[config.mk]
export PLATFORM = sky130hd
export DESIGN_NAME = challenge_sequence_store
export DESIGN_NICKNAME = d
export VERILOG_FILES = /design/src/rtl/alarm_pkg.sv /design/src/rtl/challenge_sequence_store.sv
export SDC_FILE = /design/constraint.sdc
export NUM_CORES = 1
export LEC_CHECK = 0
export ABC_AREA = 1
export CAP_MARGIN = 40
export CORE_UTILIZATION = 40
export CTS_BUF_LIST = sky130_fd_sc_hd__clkbuf_4 sky130_fd_sc_hd__clkbuf_8
export CTS_CLUSTER_SIZE = 24
export DETAILED_ROUTE_END_ITERATION = 7
export PLACE_DENSITY_LB_ADDON = 0.12
export REMOVE_ABC_BUFFERS = 1
export SLEW_MARGIN = 25
export SYNTH_ARGS = -nofsm -noshare
export SYNTH_HDL_FRONTEND = slang
export SYNTH_SLANG_ARGS = --single-unit
[constraint.sdc]
create_clock -name clk -period 1.7 [get_ports clk]
set_input_delay 0.255 -clock clk [delete_from_list [all_inputs] [get_ports clk]]
set_output_delay 0.255 -clock clk [all_outputs]
set_load 0.05 [all_outputs]
[src/rtl/alarm_pkg.sv]
// Shared types and helpers for the alarm challenge checker.
//   state_e    : challenge FSM states
//   digit_t    : one 4-bit decimal digit / key code
//   fold_digit : map a 4-bit random value onto 0..9 (10..15 -> 4..9)
package alarm_pkg;

  localparam int DIGIT_W = 4;

  typedef logic [DIGIT_W-1:0] digit_t;

  typedef enum logic [2:0] {
    ST_IDLE    = 3'd0,
    ST_CAPTURE = 3'd1,
    ST_ENTRY   = 3'd2,
    ST_LOCKOUT = 3'd3,
    ST_DONE    = 3'd4
  } state_e;

  // Highest key code that is a real decimal digit; anything above never matches.
  localparam digit_t KEY_DIGIT_MAX = 4'd9;
  // Subtracting 6 folds 10..15 onto 4..9.
  localparam digit_t FOLD_OFFSET   = 4'd6;

  function automatic digit_t fold_digit(input digit_t d);
    return (d > KEY_DIGIT_MAX) ? digit_t'(d - FOLD_OFFSET) : d;
  endfunction

endpackage

[src/rtl/challenge_sequence_store.sv]
// Register array holding the current challenge digits.
// Ports:
//   clk, rst_n : clock, async active-low reset (clears every slot)
//   i_we       : write enable (asserted while capturing)
//   i_waddr    : slot to write
//   i_wdata    : folded digit to store
//   i_raddr    : slot to read (the index the user must enter next)
//   o_rdata    : stored digit at i_raddr (combinational read)
module challenge_sequence_store
  import alarm_pkg::*;
#(
  parameter int NUM_DIGITS = 4,
  parameter int IDX_W      = 2
) (
  input  logic             clk,
  input  logic             rst_n,
  input  logic             i_we,
  input  logic [IDX_W-1:0] i_waddr,
  input  digit_t           i_wdata,
  input  logic [IDX_W-1:0] i_raddr,
  output digit_t           o_rdata
);

  digit_t r_mem [NUM_DIGITS];

  always_ff @(posedge clk or negedge rst_n) begin
    if (!rst_n) begin
      for (int i = 0; i < NUM_DIGITS; i++) r_mem[i] <= '0;
    end else if (i_we) begin
      r_mem[i_waddr] <= i_wdata;
    end
  end

  assign o_rdata = r_mem[i_raddr];

endmodule

==> flow_metrics.env, run 1 <==
export IMPL_cp_start_kind="input pin"
export IMPL_gp_congestion=0.8607
export IMPL_hpwlAfterDp_um=1575
export IMPL_drc=0
export IMPL_timing_critical_path_mode_cell="nand2_1"
export IMPL_max_stage_delay_ns=0.48
export IMPL_row_count=16
export IMPL_slew_headroom_pct=71.00
export IMPL_synth_top_area_share_pct=45.52
export IMPL_synth_yosys_seq_area_share_pct=45.52
export IMPL_largest_reg_flops=16
export IMPL_cp_max_fo=8
export IMPL_grt_use_total_pct=19.84
export IMPL_p_comb_share_pct=32.3
export IMPL_skew_ns=0
export IMPL_p_switching_uw=335.6
export IMPL_setup_viol=0
export IMPL_avgSynthCellArea_sq_um=7.392
export IMPL_clk_pin_slew_ns=0.09
export IMPL_wire_per_inst_um=12.14
export IMPL_area_growth_pct=28.31
export IMPL_io_pins=15
export IMPL_syn_area_sq_um=879.6
export IMPL_drive_above_1_share_pct=13.14
export IMPL_drt_iter0_markers=21
export IMPL_num_vias=818
export IMPL_period_share_pct=90.60
export IMPL_antenna_found_initial=0
export IMPL_sw_frac_of_total_pct=33.72
export IMPL_holdWs_ns=0.2855
export IMPL_cap_viol_max_count=0
export IMPL_cts_tree="built"
export IMPL_cp_arrival_ns=1.29
export IMPL_maxSlewViolCount=0
export IMPL_cts_buffers=3
export IMPL_antenna_cells=0
export IMPL_power_frac_seq_pct=47.8
export IMPL_cts_resized=0
export IMPL_die_w_um=48.90
export IMPL_status="completed"
export IMPL_die_area_sq_um=2391
export IMPL_regMostFlops="r_mem"
export IMPL_fin_crit_ns=1.540
export IMPL_max_freq_mhz=649.3
export IMPL_holdBufCountCts=0
export IMPL_detail_route_antenna_nets=0
export IMPL_power_density_nw_per_um2=881.9
export IMPL_holdCritPathClass="input pin to asynchronous set/reset pin"
export IMPL_setup_tns_ns=0
export IMPL_core_area_sq_um=2022
export IMPL_reg_largest_list="r_mem (16)"
export IMPL_cts_setup_buffers=0
export IMPL_grt_max_degree=17
export IMPL_port_buffers=14
export IMPL_cts_root_buf="clkbuf_4"
export IMPL_htree_levels=1
export IMPL_vias_per_cell=4.988
export IMPL_synth_top_area_cell="dfrtp_1"
export IMPL_firstDrtPassIters=4
export IMPL_fillCellCount=203
export IMPL_rsz0062_at_grt="false"
export IMPL_cts_sinks=16
export IMPL_synth_cells=119
export IMPL_multi_input_area_sq_um=366.6
export IMPL_die_height_um=48.90
export IMPL_tightestPinTransition_ns=0.4337
export IMPL_ir_worst_vdd_uv=568.7
export IMPL_ys_ff_latch=16
export IMPL_p_leak_uw=0.0006112
export IMPL_cp_slowest_cell="clkdlybuf4s50_1"
export IMPL_synthDistinctLibCells=12
export IMPL_power_frac_clock_pct=19.9
export IMPL_grt_pass1_wl_um=3629
export IMPL_clkLatencyLatePin_ns=0.28
export IMPL_nNetsFinal=150
export IMPL_p_int_uw=659.7
export IMPL_critPathCaptureType="output pin"
export IMPL_start_util_pct=43.50
export IMPL_cts_buffer_depth=2
export IMPL_synth_area_top_cells="dfrtp_1 (46%), nand2_1 (20%), inv_1 (9.4%)"
export IMPL_cp_cell_sequence="clkdlybuf4s50_1 > buf_4 > nand2_1 > nand3_1 > nand2_1 > buf_12"
export IMPL_overflow=0
export IMPL_required_ns=1.44
export IMPL_r2r_slack_ns=1.05
export IMPL_criticalPathCategory="input pin to output pin"
export IMPL_fin_util_pct=55.82
export IMPL_yosys_warnings=0
export IMPL_hold_viol=0
export IMPL_totalWireLength_um=1991
export IMPL_seq_area_sq_um=400.4
export IMPL_grt_pass1_vias=795
[synthesized netlist by cell type]
library cell and instances:
nand3_2 3, o21ai_2 1, nand3_1 8, buf_2 2, inv_1 22, buf_4 1
inv_4 2, o21ai_1 3, nand3_4 1, nand4_1 12, dfrtp_1 16, nand2_1 48
[power groups by stage]
stage | clock network (uW) | logic, uW | registers (uW)
floorplan | 0 | 172 | 471
global placement | 0 | 321 | 479
detailed placement | 0 | 323 | 483
CTS | 205 | 324 | 476
global route | 223 | 355 | 484
finish | 198 | 321 | 476
[layer usage]
| layer | vias to the layer above | global-route usage (%) | wire length (um) |
|---|---|---|---|
| li1 | 417 | - | - |
| met2 | 23 | 31.02 | 942 |
| met4 | 0 | 8.333 | 12 |
| met5 | - | 0 | 0 |
| met1 | 376 | 25.84 | 942 |
| met3 | 2 | 5.296 | 92 |
[cell type report]
class	instances	area share, %
sequential	16	35.48
multi-input combinational	76	32.48
inverter	24	8.426
timing repair buffer	18	18.63
tap	27	2.993
clock buffer	3	1.996
[per-stage QoR]
stage | instances | power (uW) | area, sq um | setup WS [ns]
6_report | 164 | 995.3 | 1129 | 0.1598
5_1_grt | 164 | 1063 | 1129 | 0.05987
4_1_cts | 164 | 1005 | 1129 | 0.1601
3_5_place_dp | 161 | 806.4 | 1106 | 0.1681
3_3_place_gp | 161 | 800.0 | 1106 | 0.1638
2_1_floorplan | 116 | 643.0 | 862.1 | 0.6407
[placed cells by master (no fill, tap or decap)]
cell             count
clkbuf_4             3
nand3_2              3
o21ai_2              1
buf_12               4
nand3_1              8
inv_1               22
o21ai_1              3
buf_4                4
nand2_1             48
nand4_1             12
dfrtp_1             16
inv_4                2
nand3_4              1
clkdlybuf4s50_1     10
[logic make-up after synthesis]
group | count (synthesis) | share of synthesized area (%)
and+or+nand+nor | 72 | 38.98
buffers and inverters | 27 | 12.80
DFF | 16 | 45.52
AOI/OAI and AO/OA | 4 | 2.702
[critical path: cells and delay by family]
kind | cells | cell delay [ns]
buffers and inverters | 3 | 0.79
and+or+nand+nor | 3 | 0.24
[final timing paths]
kind	startpoint	to	cells after the start
worst max-delay path	i_raddr[0]	o_rdata[0]	6
worst min-delay path	rst_n	r_mem[7]	2
worst max register to register	r_mem[1]	r_mem[1]	2
worst min register to register	r_mem[15]	r_mem[15]	2
max in group asynchronous	rst_n	r_mem[3]	2
min in group clk	r_mem[15]	r_mem[15]	2
(Power assumes the default switching activity.)
==> inputs of run 2 (changes only) <==
- CAP_MARGIN: 40 -> 20
==> results of run 2 <==
Same layout as run 1: the final DEF is identical, and so are final timing and power.
==> inputs of run 3 (changes only) <==
- PLACE_DENSITY: unset -> 0.66
- PLACE_DENSITY_LB_ADDON: 0.12 -> unset
==> flow_metrics.env, run 3 (synthesized netlist as in run 1, its figures left out) <==
export IMPL_status="completed"
export IMPL_drc=0
export IMPL_cp_max_fo=8
export IMPL_rsz0062_at_grt="false"
export IMPL_cts_buffers=3
export IMPL_num_vias=792
export IMPL_port_buffers=14
export IMPL_start_util_pct=43.50
export IMPL_required_ns=1.44
export IMPL_clk_pin_slew_ns=0.09
export IMPL_die_w_um=48.90
export IMPL_io_pins=15
export IMPL_criticalPathCategory="input pin to output pin"
export IMPL_die_area_sq_um=2391
export IMPL_maxSlewViolCount=0
export IMPL_clkLatencyLatePin_ns=0.29
export IMPL_grt_pass1_wl_um=3263
export IMPL_ir_worst_vdd_uv=458.9
export IMPL_skew_ns=0
export IMPL_fillCellCount=195
export IMPL_cts_tree="built"
export IMPL_cts_root_buf="clkbuf_4"
export IMPL_row_count=16
export IMPL_p_leak_uw=0.0006136
export IMPL_seq_area_sq_um=400.4
export IMPL_antenna_cells=0
export IMPL_grt_use_total_pct=18.11
export IMPL_mostFrequentLayoutCell="nand2_1"
export IMPL_reg_largest_list="r_mem (16)"
export IMPL_firstDrtPassIters=5
export IMPL_multi_input_area_sq_um=366.6
export IMPL_core_area_sq_um=2022
export IMPL_period_share_pct=90.64
export IMPL_holdWs_ns=0.2665
export IMPL_setup_tns_ns=0
export IMPL_antenna_found_initial=0
export IMPL_nNetsFinal=149
export IMPL_hold_viol=0
export IMPL_cts_buffer_depth=2
export IMPL_die_height_um=48.90
export IMPL_area_growth_pct=29.02
export IMPL_fin_ws_ns=0.1590
export IMPL_drive_above_1_share_pct=13.14
export IMPL_cp_arrival_ns=1.29
export IMPL_overflow=0
export IMPL_cts_sinks=16
export IMPL_power_density_nw_per_um2=919.2
export IMPL_critPathCaptureType="output pin"
export IMPL_hpwlAfterDp_um=1428
export IMPL_cts_resized=0
export IMPL_fin_crit_ns=1.541
export IMPL_grt_pass1_vias=727
export IMPL_cap_viol_max_count=0
export IMPL_totalWireLength_um=1833
export IMPL_slew_headroom_pct=72.83
export IMPL_vias_per_cell=4.829
export IMPL_wire_per_inst_um=11.18
export IMPL_cp_start_kind="input pin"
export IMPL_dp_cells=160
export IMPL_layout_cells_non_filler=164
export IMPL_detail_route_antenna_nets=0
export IMPL_tightestPinTransition_ns=0.4063
export IMPL_drt_iter0_markers=23
export IMPL_holdCritPathClass="input pin to asynchronous set/reset pin"
export IMPL_regMostFlops="r_mem"
export IMPL_post_place_ws_ns=0.1671
export IMPL_layout_common_cells="nand2_1 (48), inv_1 (22), dfrtp_1 (16), nand4_1 (12), clkdlybuf4s50_1 (10)"
export IMPL_holdBufCountCts=0
export IMPL_setup_viol=0
export IMPL_htree_levels=1
export IMPL_largest_reg_flops=16
export IMPL_gp_congestion=0.8591
export IMPL_cts_setup_buffers=0
export IMPL_grt_max_degree=17
export IMPL_max_freq_mhz=648.9
-- run 3: worst max-delay path: stages --
cell and delay (ns):
clkdlybuf4s50_1 0.48, buf_4 0.15, nand2_1 0.06, nand3_1 0.07, nand2_1 0.10, buf_12 0.16
-- run 3: final cells by class --
cell class / instances / share of cell area [%]
clock buffers: 4 / 3.197
multi-input cells: 76 / 32.30
inverters: 24 / 8.379
flip-flops and latches: 16 / 35.28
well taps: 27 / 2.977
repair buffers: 17 / 17.86
-- run 3: stage by stage --
step / total power, uW / cell area, sq um / utilization, %
3_5_place_dp: 799.9 / 1099 / 54.33
6_report: 1043 / 1135 / 56.13
3_3_place_gp: 795.2 / 1099 / 54.33
5_1_grt: 1113 / 1135 / 56.13
4_1_cts: 1055 / 1135 / 56.13
2_1_floorplan: 643.0 / 862.1 / -
-- run 3: path summary, 6_finish.rpt --
check,end,slack (ns),start,cells after the start
worst max-delay path,o_rdata[1],0.16,i_raddr[0],6
worst min-delay path,r_mem[10],0.27,rst_n,2
worst max register to register,r_mem[1],1.08,r_mem[1],2
worst min register to register,r_mem[7],0.48,r_mem[7],2
max in group asynchronous,r_mem[2],1.25,rst_n,2
min in group clk,r_mem[7],0.48,r_mem[7],2
-- run 3: per-layer routing --
metal,GRT usage (%),vias up,share of wire [%]
li1,-,408,-
met3,2.492,5,4.5
met1,25.65,357,49
met5,0,-,0
met2,25.69,22,44
met4,11.76,0,2.2
-- run 3: power breakdown --
group	switching, uW	internal (uW)	total, uW
registers	32.1	441	473
clock network	124	131	254
logic	181	135	316
